`src/rtl/cpu_ctrl_param.sv`:
```
// cpu_ctrl_param: multi-cycle controller for the lab datapath (register file,
// shared bus mux, ALU with operand latch A and result latch G). One instruction
// is accepted per run request; the controller sequences the bus mux, register
// write enables and ALU controls, then pulses done (and illegal for the
// reserved class).
//
// Ports:
//   clk      in   clock, rising edge
//   reset    in   synchronous active-high reset
//   run      in   start request, sampled only in IDLE
//   d_inst   in   instruction word, sampled in FETCH
//   mux_sel  out  bus source: Rn / NUM_REGS = ext din / NUM_REGS+1 = G
//   en       out  one-hot register write enable
//   en_inst  out  external IR load strobe
//   en_s     out  ALU operand latch A enable
//   en_c     out  ALU result latch G enable
//   sel      out  ALU operation select
//   busy     out  high in every state except IDLE
//   done     out  one-cycle completion pulse
//   illegal  out  one-cycle pulse with done for the reserved class
module cpu_ctrl_param #(
  parameter int unsigned NUM_REGS  = 8,
  parameter int unsigned INST_W    = 16,
  parameter int unsigned ALU_SEL_W = 3,
  localparam int unsigned IDX_W    = $clog2(NUM_REGS),
  localparam int unsigned MUX_W    = $clog2(NUM_REGS + 2)
) (
  input  logic                 clk,
  input  logic                 reset,
  input  logic                 run,
  input  logic [INST_W-1:0]    d_inst,
  output logic [MUX_W-1:0]     mux_sel,
  output logic [NUM_REGS-1:0]  en,
  output logic                 en_inst,
  output logic                 en_s,
  output logic                 en_c,
  output logic [ALU_SEL_W-1:0] sel,
  output logic                 busy,
  output logic                 done,
  output logic                 illegal
);

  typedef enum logic [2:0] {
    S_IDLE,
    S_FETCH,
    S_MOV_X,
    S_LDI_X,
    S_ALU_A,
    S_ALU_C,
    S_ALU_W,
    S_DONE
  } state_t;

  localparam logic [1:0] CLS_MOV = 2'b00;
  localparam logic [1:0] CLS_LDI = 2'b01;
  localparam logic [1:0] CLS_ALU = 2'b10;
  localparam logic [1:0] CLS_RSV = 2'b11;

  state_t                state, state_d;
  logic [INST_W-1:0]     ir, ir_d;

  logic [IDX_W-1:0]      rd_d, rs_d;
  logic [ALU_SEL_W-1:0]  aop_d;
  logic [1:0]            cls_d;

  logic [MUX_W-1:0]      mux_sel_d;
  logic [NUM_REGS-1:0]   en_d;
  logic                  en_inst_d, en_s_d, en_c_d;
  logic [ALU_SEL_W-1:0]  sel_d;
  logic                  busy_d, done_d, illegal_d;

  // IR loads from d_inst only while in FETCH; later states see the held copy.
  assign ir_d  = (state == S_FETCH) ? d_inst : ir;
  assign rd_d  = ir_d[INST_W-1 -: IDX_W];
  assign rs_d  = ir_d[INST_W-1-IDX_W -: IDX_W];
  assign aop_d = ir_d[ALU_SEL_W+1:2];
  assign cls_d = ir_d[1:0];

  // State, IR and outputs. Outputs are registered from the next state so they
  // line up exactly with the state they belong to.
  always_ff @(posedge clk) begin
    if (reset) begin
      state   <= S_IDLE;
      ir      <= '0;
      mux_sel <= '0;
      en      <= '0;
      en_inst <= 1'b0;
      en_s    <= 1'b0;
      en_c    <= 1'b0;
      sel     <= '0;
      busy    <= 1'b0;
      done    <= 1'b0;
      illegal <= 1'b0;
    end else begin
      state   <= state_d;
      ir      <= ir_d;
      mux_sel <= mux_sel_d;
      en      <= en_d;
      en_inst <= en_inst_d;
      en_s    <= en_s_d;
      en_c    <= en_c_d;
      sel     <= sel_d;
      busy    <= busy_d;
      done    <= done_d;
      illegal <= illegal_d;
    end
  end

  // Next-state transition and Moore decode of the next state's outputs.
  always_comb begin
    state_d   = state;
    mux_sel_d = '0;
    en_d      = '0;
    en_inst_d = 1'b0;
    en_s_d    = 1'b0;
    en_c_d    = 1'b0;
    sel_d     = '0;
    busy_d    = 1'b0;
    done_d    = 1'b0;
    illegal_d = 1'b0;

    case (state)
      S_IDLE:  if (run) state_d = S_FETCH;
      S_FETCH: begin
        case (cls_d)
          CLS_MOV: state_d = S_MOV_X;
          CLS_LDI: state_d = S_LDI_X;
          CLS_ALU: state_d = S_ALU_A;
          default: state_d = S_DONE;
        endcase
      end
      S_MOV_X: state_d = S_DONE;
      S_LDI_X: state_d = S_DONE;
      S_ALU_A: state_d = S_ALU_C;
      S_ALU_C: state_d = S_ALU_W;
      S_ALU_W: state_d = S_DONE;
      S_DONE:  state_d = S_IDLE;
      default: state_d = S_IDLE;
    endcase

    busy_d = (state_d != S_IDLE);

    case (state_d)
      S_FETCH: en_inst_d = 1'b1;
      S_MOV_X: begin
        mux_sel_d  = MUX_W'(rs_d);
        en_d[rd_d] = 1'b1;
      end
      S_LDI_X: begin
        mux_sel_d  = MUX_W'(NUM_REGS);
        en_d[rd_d] = 1'b1;
      end
      S_ALU_A: begin
        mux_sel_d = MUX_W'(rd_d);
        en_s_d    = 1'b1;
      end
      S_ALU_C: begin
        mux_sel_d = MUX_W'(rs_d);
        en_c_d    = 1'b1;
        sel_d     = aop_d;
      end
      S_ALU_W: begin
        mux_sel_d  = MUX_W'(NUM_REGS + 1);
        en_d[rd_d] = 1'b1;
      end
      S_DONE: begin
        done_d    = 1'b1;
        illegal_d = (cls_d == CLS_RSV);
      end
      default: ;
    endcase
  end

endmodule
```
`config.mk`:
```
export PLATFORM = sky130hd
export DESIGN_NAME = cpu_ctrl_param
export DESIGN_NICKNAME = d
export VERILOG_FILES = /design/src/rtl/cpu_ctrl_param.sv
export SDC_FILE = /design/constraint.sdc
export NUM_CORES = 1
export LEC_CHECK = 0
export BUFFER_PORTS_ARGS = -buffer_cell sky130_fd_sc_hd__buf_4
export CORE_MARGIN = 2
export CORE_UTILIZATION = 48
export DETAILED_ROUTE_END_ITERATION = 7
export PLACE_DENSITY = 0.85
export SLEW_MARGIN = 20
export SYNTH_ARGS = -nofsm -noshare
export SYNTH_HDL_FRONTEND = slang
export SYNTH_SLANG_ARGS = --single-unit
```
`constraint.sdc`:
```
create_clock -name clk -period 2.05 [get_ports clk]
set_clock_uncertainty 0.1 [all_clocks]
set_input_delay 0.205 -clock clk [delete_from_list [all_inputs] [get_ports clk]]
set_output_delay 0.205 -clock clk [all_outputs]
set_load 0.02 [all_outputs]
```
### After elaboration in Yosys (flattened, before gate mapping)

Cells that the tools add are included.

| operators by class | value |
|---|---|
| $lt $le $gt $ge | 2 |
| equality and inequality tests | 17 |
| mux-type cells | 11 |
| bitwise operators | 3 |
| reductions and logical operators | 10 |

Operators by type and width:

| kind | count |
|---|---|
| $eq A3 B3 Y1 const B | 8 |
| $pmux W3 S6 | 1 |
| $mux W16 | 1 |
| $pmux W4 S4 | 1 |
| $eq A3 B2 Y1 const B | 4 |
| $pmux W3 S3 | 1 |
| $reduce_or A2 Y1 | 4 |
| $eq A3 B1 Y1 const B | 2 |
| $reduce_or A3 Y1 | 2 |
| $mux W1 | 5 |
| $eq A2 B2 Y1 const B | 2 |
| $lt A3 B4 Y1 const B | 1 |
| $demux W1 S3 | 1 |
| $ge A3 B1 Y1 const B | 1 |
| $logic_not A3 Y1 | 1 |
| $mux W3 | 1 |
| $not A1 Y1 | 3 |
| $reduce_bool A3 Y1 | 1 |
| $eq A2 B1 Y1 const B | 1 |
| $logic_not A2 Y1 | 1 |
| $logic_and A1 B1 Y1 | 1 |

| storage, ports and cells | value |
|---|---|
| register bits after elaboration | 40 |
| input bits | 19 |
| word-level logic and storage cells | 55 |

### Depth between registers and ports, before layout

| depth | value |
|---|---|
| depth in word-level cells | 9 |
| mapped depth | 6 |

### Worst setup path before layout

Ideal clock, no wire load.

| timing | value |
|---|---|
| kind | register to register |
| start point | register state[0] |
| end point | register en[1] |
| arrival | 1.420 ns |
| slack | 0.413 ns |
| cell stages (with the launch flop) | 6 |
| clock period less this slack | 1.637 ns |
| cell sequence | dfxtp_1 > nor3b_2 > buf_2 > mux2i_1 > nand2b_1 > nor2_1 |

| on the way | value |
|---|---|
| cells in the longest elaborated chain, start to end | 9 |
| elaborated cells on any way between the ends | 27 |

RTL lines:

| element | line | text |
|---|---|---|
| from (decl) | 59 | `state_t state, state_d;` |
| from (signal assigned) | 95 | `state <= state_d;` |
| $eq A3 B1 Y1 | 73, 122 |  |
| $mux W16 | 73 | `assign ir_d = (state == S_FETCH) ? d_inst : ir;` |
| $eq A2 B2 Y1, or another cell as far along | 125 | `case (cls_d)` |
| $pmux W3 S3 | 125 |  |
| $pmux W3 S6 | 122 | `case (state)` |
| $eq A3 B3 Y1 or $eq A3 B2 Y1 (tied branches) | 143 | `case (state_d)` |
| $reduce_or A3 Y1 (no line) | -- |  |
| $not A1 Y1 (no line) | -- |  |
| $reduce_or A2 Y1 (no line) | -- |  |
| to (signal assigned) | 98 | `en <= en_d;` |
| to (decl) | 33 | `output logic [NUM_REGS-1:0] en,` |

Several ways; a longest one is shown, not always the timed one.
A chain may end at the register's enable or synchronous reset.

### Worst setup path after layout

| timing | value |
|---|---|
| start point | register state[1] |
| end point | register en[0] |

Same word-level chain as after synthesis.

==> out/qor.yml <==
nNetsFinal: 189
synth_area_sq_um: 1230
port_buffers: 34
synthTopCellsByArea: "dfxtp_1 (57%), nor2_1 (6.1%), mux2i_1 (4.9%)"
cts_tree: "yes"
synth_common_cells: "dfxtp_1 (35), nor2_1 (20), nand2_1 (16), a21oi_1 (9), clkbuf_1 (7)"
clkSlewWorstSetupHoldPaths_ps: 100
post-route-period-util: 0.894
firstDrtPassIters: 4
ant_nets: 0
startpoint_type: "flip-flop"
htree_levels: 2
worst_slack_ps: 217
postCtsSetupBuffers: 0
grt_pass1_wl_um: 3990
total_power_mw: 1.42
vdd_ir_drop_max_mv: 0.930
wl_per_cell_um: 12.3
yosys.area.top_type: "dfxtp_1"
ioPinCount: 40
stdcell_count: 201
dp_slack_ps: 261
setup_viol: 0
critPathMaxFanout: 11
critPathKind: "reg -> reg"
cap_violations: 0
slew_headroom: 0.694
drive_above_1_share: 0.287
min_path_type: "in -> reg"
cts_buffers: 5
yosys_warnings: 0
clockRootBuffer: "clkbuf_4"
grt_util_all_layers: 0.199
diodes: 0
synthCells: 132
tightest_slew_ps: 446
crit_required_ps: 2220
area_growth_pct: 30.6
grt_antenna_before_repair: 0
power_density_nw_per_um2: 884
ys_types: 31
endpoint_kind: "flip-flop"
numClockSinks: 35
drt_drc_violations_left: 0
clockBufferDepth: 2
grt_pass1_vias: 904
place_hpwl_um: 1780
status: "completed"
clkLatencyLatePin_ps: 340
rows: 18
synthFlopType: "dfxtp_1"
die_w_um: 54.5
final.fill_count: 197
dp.cells: 191
async_flop_share: 0
vias_per_cell: 5.06
synth_top_area_frac: 0.571
synth_nets: 151
grt_setup_unrepaired: "no"
grt_remaining_overflow: 0
start_util: 0.499
gp_congestion: 0.804
synth_edf_count: 0
dieArea_sq_um: 2970
coreArea_sq_um: 2450
avgSynthCellArea_sq_um: 9.29
ys_seq_elements: 35
power.leakage_nw: 0.709
dieHeight_um: 54.5
dr_total_vias: 1017
post_cts.resized_instances: 0
hold_violations: 0
yosysMostFrequentCell: "dfxtp_1"
max_freq_mhz: 545
worstPathArrival_ps: 2000
period_minus_slack_ps: 1830
wirelength_um: 2470
tns_ps: 0
slew_violations: 0
ff2ff_setup_slack_ps: 220
grt_max_degree: 19
drtIter0Drc: 4
synth_seq_area_share: 0.571
per-layer routing:
layer / GRT usage / wire, um
met3: 0.0902 / 135
met4: 0.104 / 56
met5: 0 / 0
met1: 0.226 / 1060
met2: 0.313 / 1210
worst paths after layout:
path,startpoint,endpoint,cells after the start
max,state[1],en[0],5
min,d_inst[2],ir[2],3
max reg2reg,state[1],en[0],5
min reg2reg,ir[4],ir[4],2
metrics by stage:
step,util,hold WS [ps],area [sq um]
2_1_floorplan,-,236,1230
3_3_place_gp,0.616,338,1510
3_5_place_dp,0.616,350,1510
4_1_cts,0.652,0.556,1600
5_1_grt,0.652,14.1,1600
6_report,0.652,15.7,1600
placed cells by master (no fill, tap or decap):
master and n:
buf_4 38, dfxtp_1 35, nor2_1 20, nand2_1 16
a21oi_1 9, mux2i_1 6, nor3_1 5, and3_1 5
clkbuf_4 5, inv_1 2, o21ai_0 2, a211oi_1 2
a2bb2oi_1 2, nand2b_1 2, clkbuf_8 2, dlygate4sd3_1 2
inv_2 1, a31o_2 1, o21bai_1 1, nor4_1 1
a21o_1 1, nor2b_1 1, nor4b_1 1, o21ai_1 1
nor3b_2 1, or3b_1 1, a31oi_1 1, o22a_1 1
or4_4 1, nand4b_1 1, and2_1 1, nand3_1 1
a221oi_1 1, clkbuf_1 1
final cells by class:
type	instances	area (sq um)	area share
inverters	3	11.3	0.00703
well taps	30	37.5	0.0234
multi-input cells	85	478	0.298
repair buffers	40	305	0.191
clock buffers	8	68.8	0.0430
flip-flops and latches	35	701	0.437
critical path: stages (launching register included):
cell and delay [ps]:
dfxtp_1 430, nor3b_2 320, buf_4 210, mux2i_1 430, nand2_1 140, nor2_1 150
sequential cells by signal, indices dropped and copies added (netlist names):
name,count
ir,11
en,8
mux_sel,4
sel,3
state,3
busy,1
done,1
en_c,1
en_inst,1
en_s,1
illegal,1
power by group:
group	internal (mW)	leakage [nW]	total, mW	switching [mW]
logic	0.113	0.386	0.254	0.141
registers	0.720	0.285	0.741	0.0218
clock network	0.202	0.0386	0.420	0.219
total	1.03	0.709	1.42	0.381
cells by family after synthesis:
family	share of synthesized area
AO/OA/AOI/OAI	0.114
AND/OR/NAND/NOR	0.227
buffers and inverters	0.0388
flip-flops	0.571
multiplexers	0.0490
timing repair:
item / 4_1_cts / 5_1_grt
setup endpoints to repair: 0 / 0
hold endpoints to repair: 3 / 0
hold buffers: 2 / 0
No activity file was read; power rests on OpenSTA's default activity.
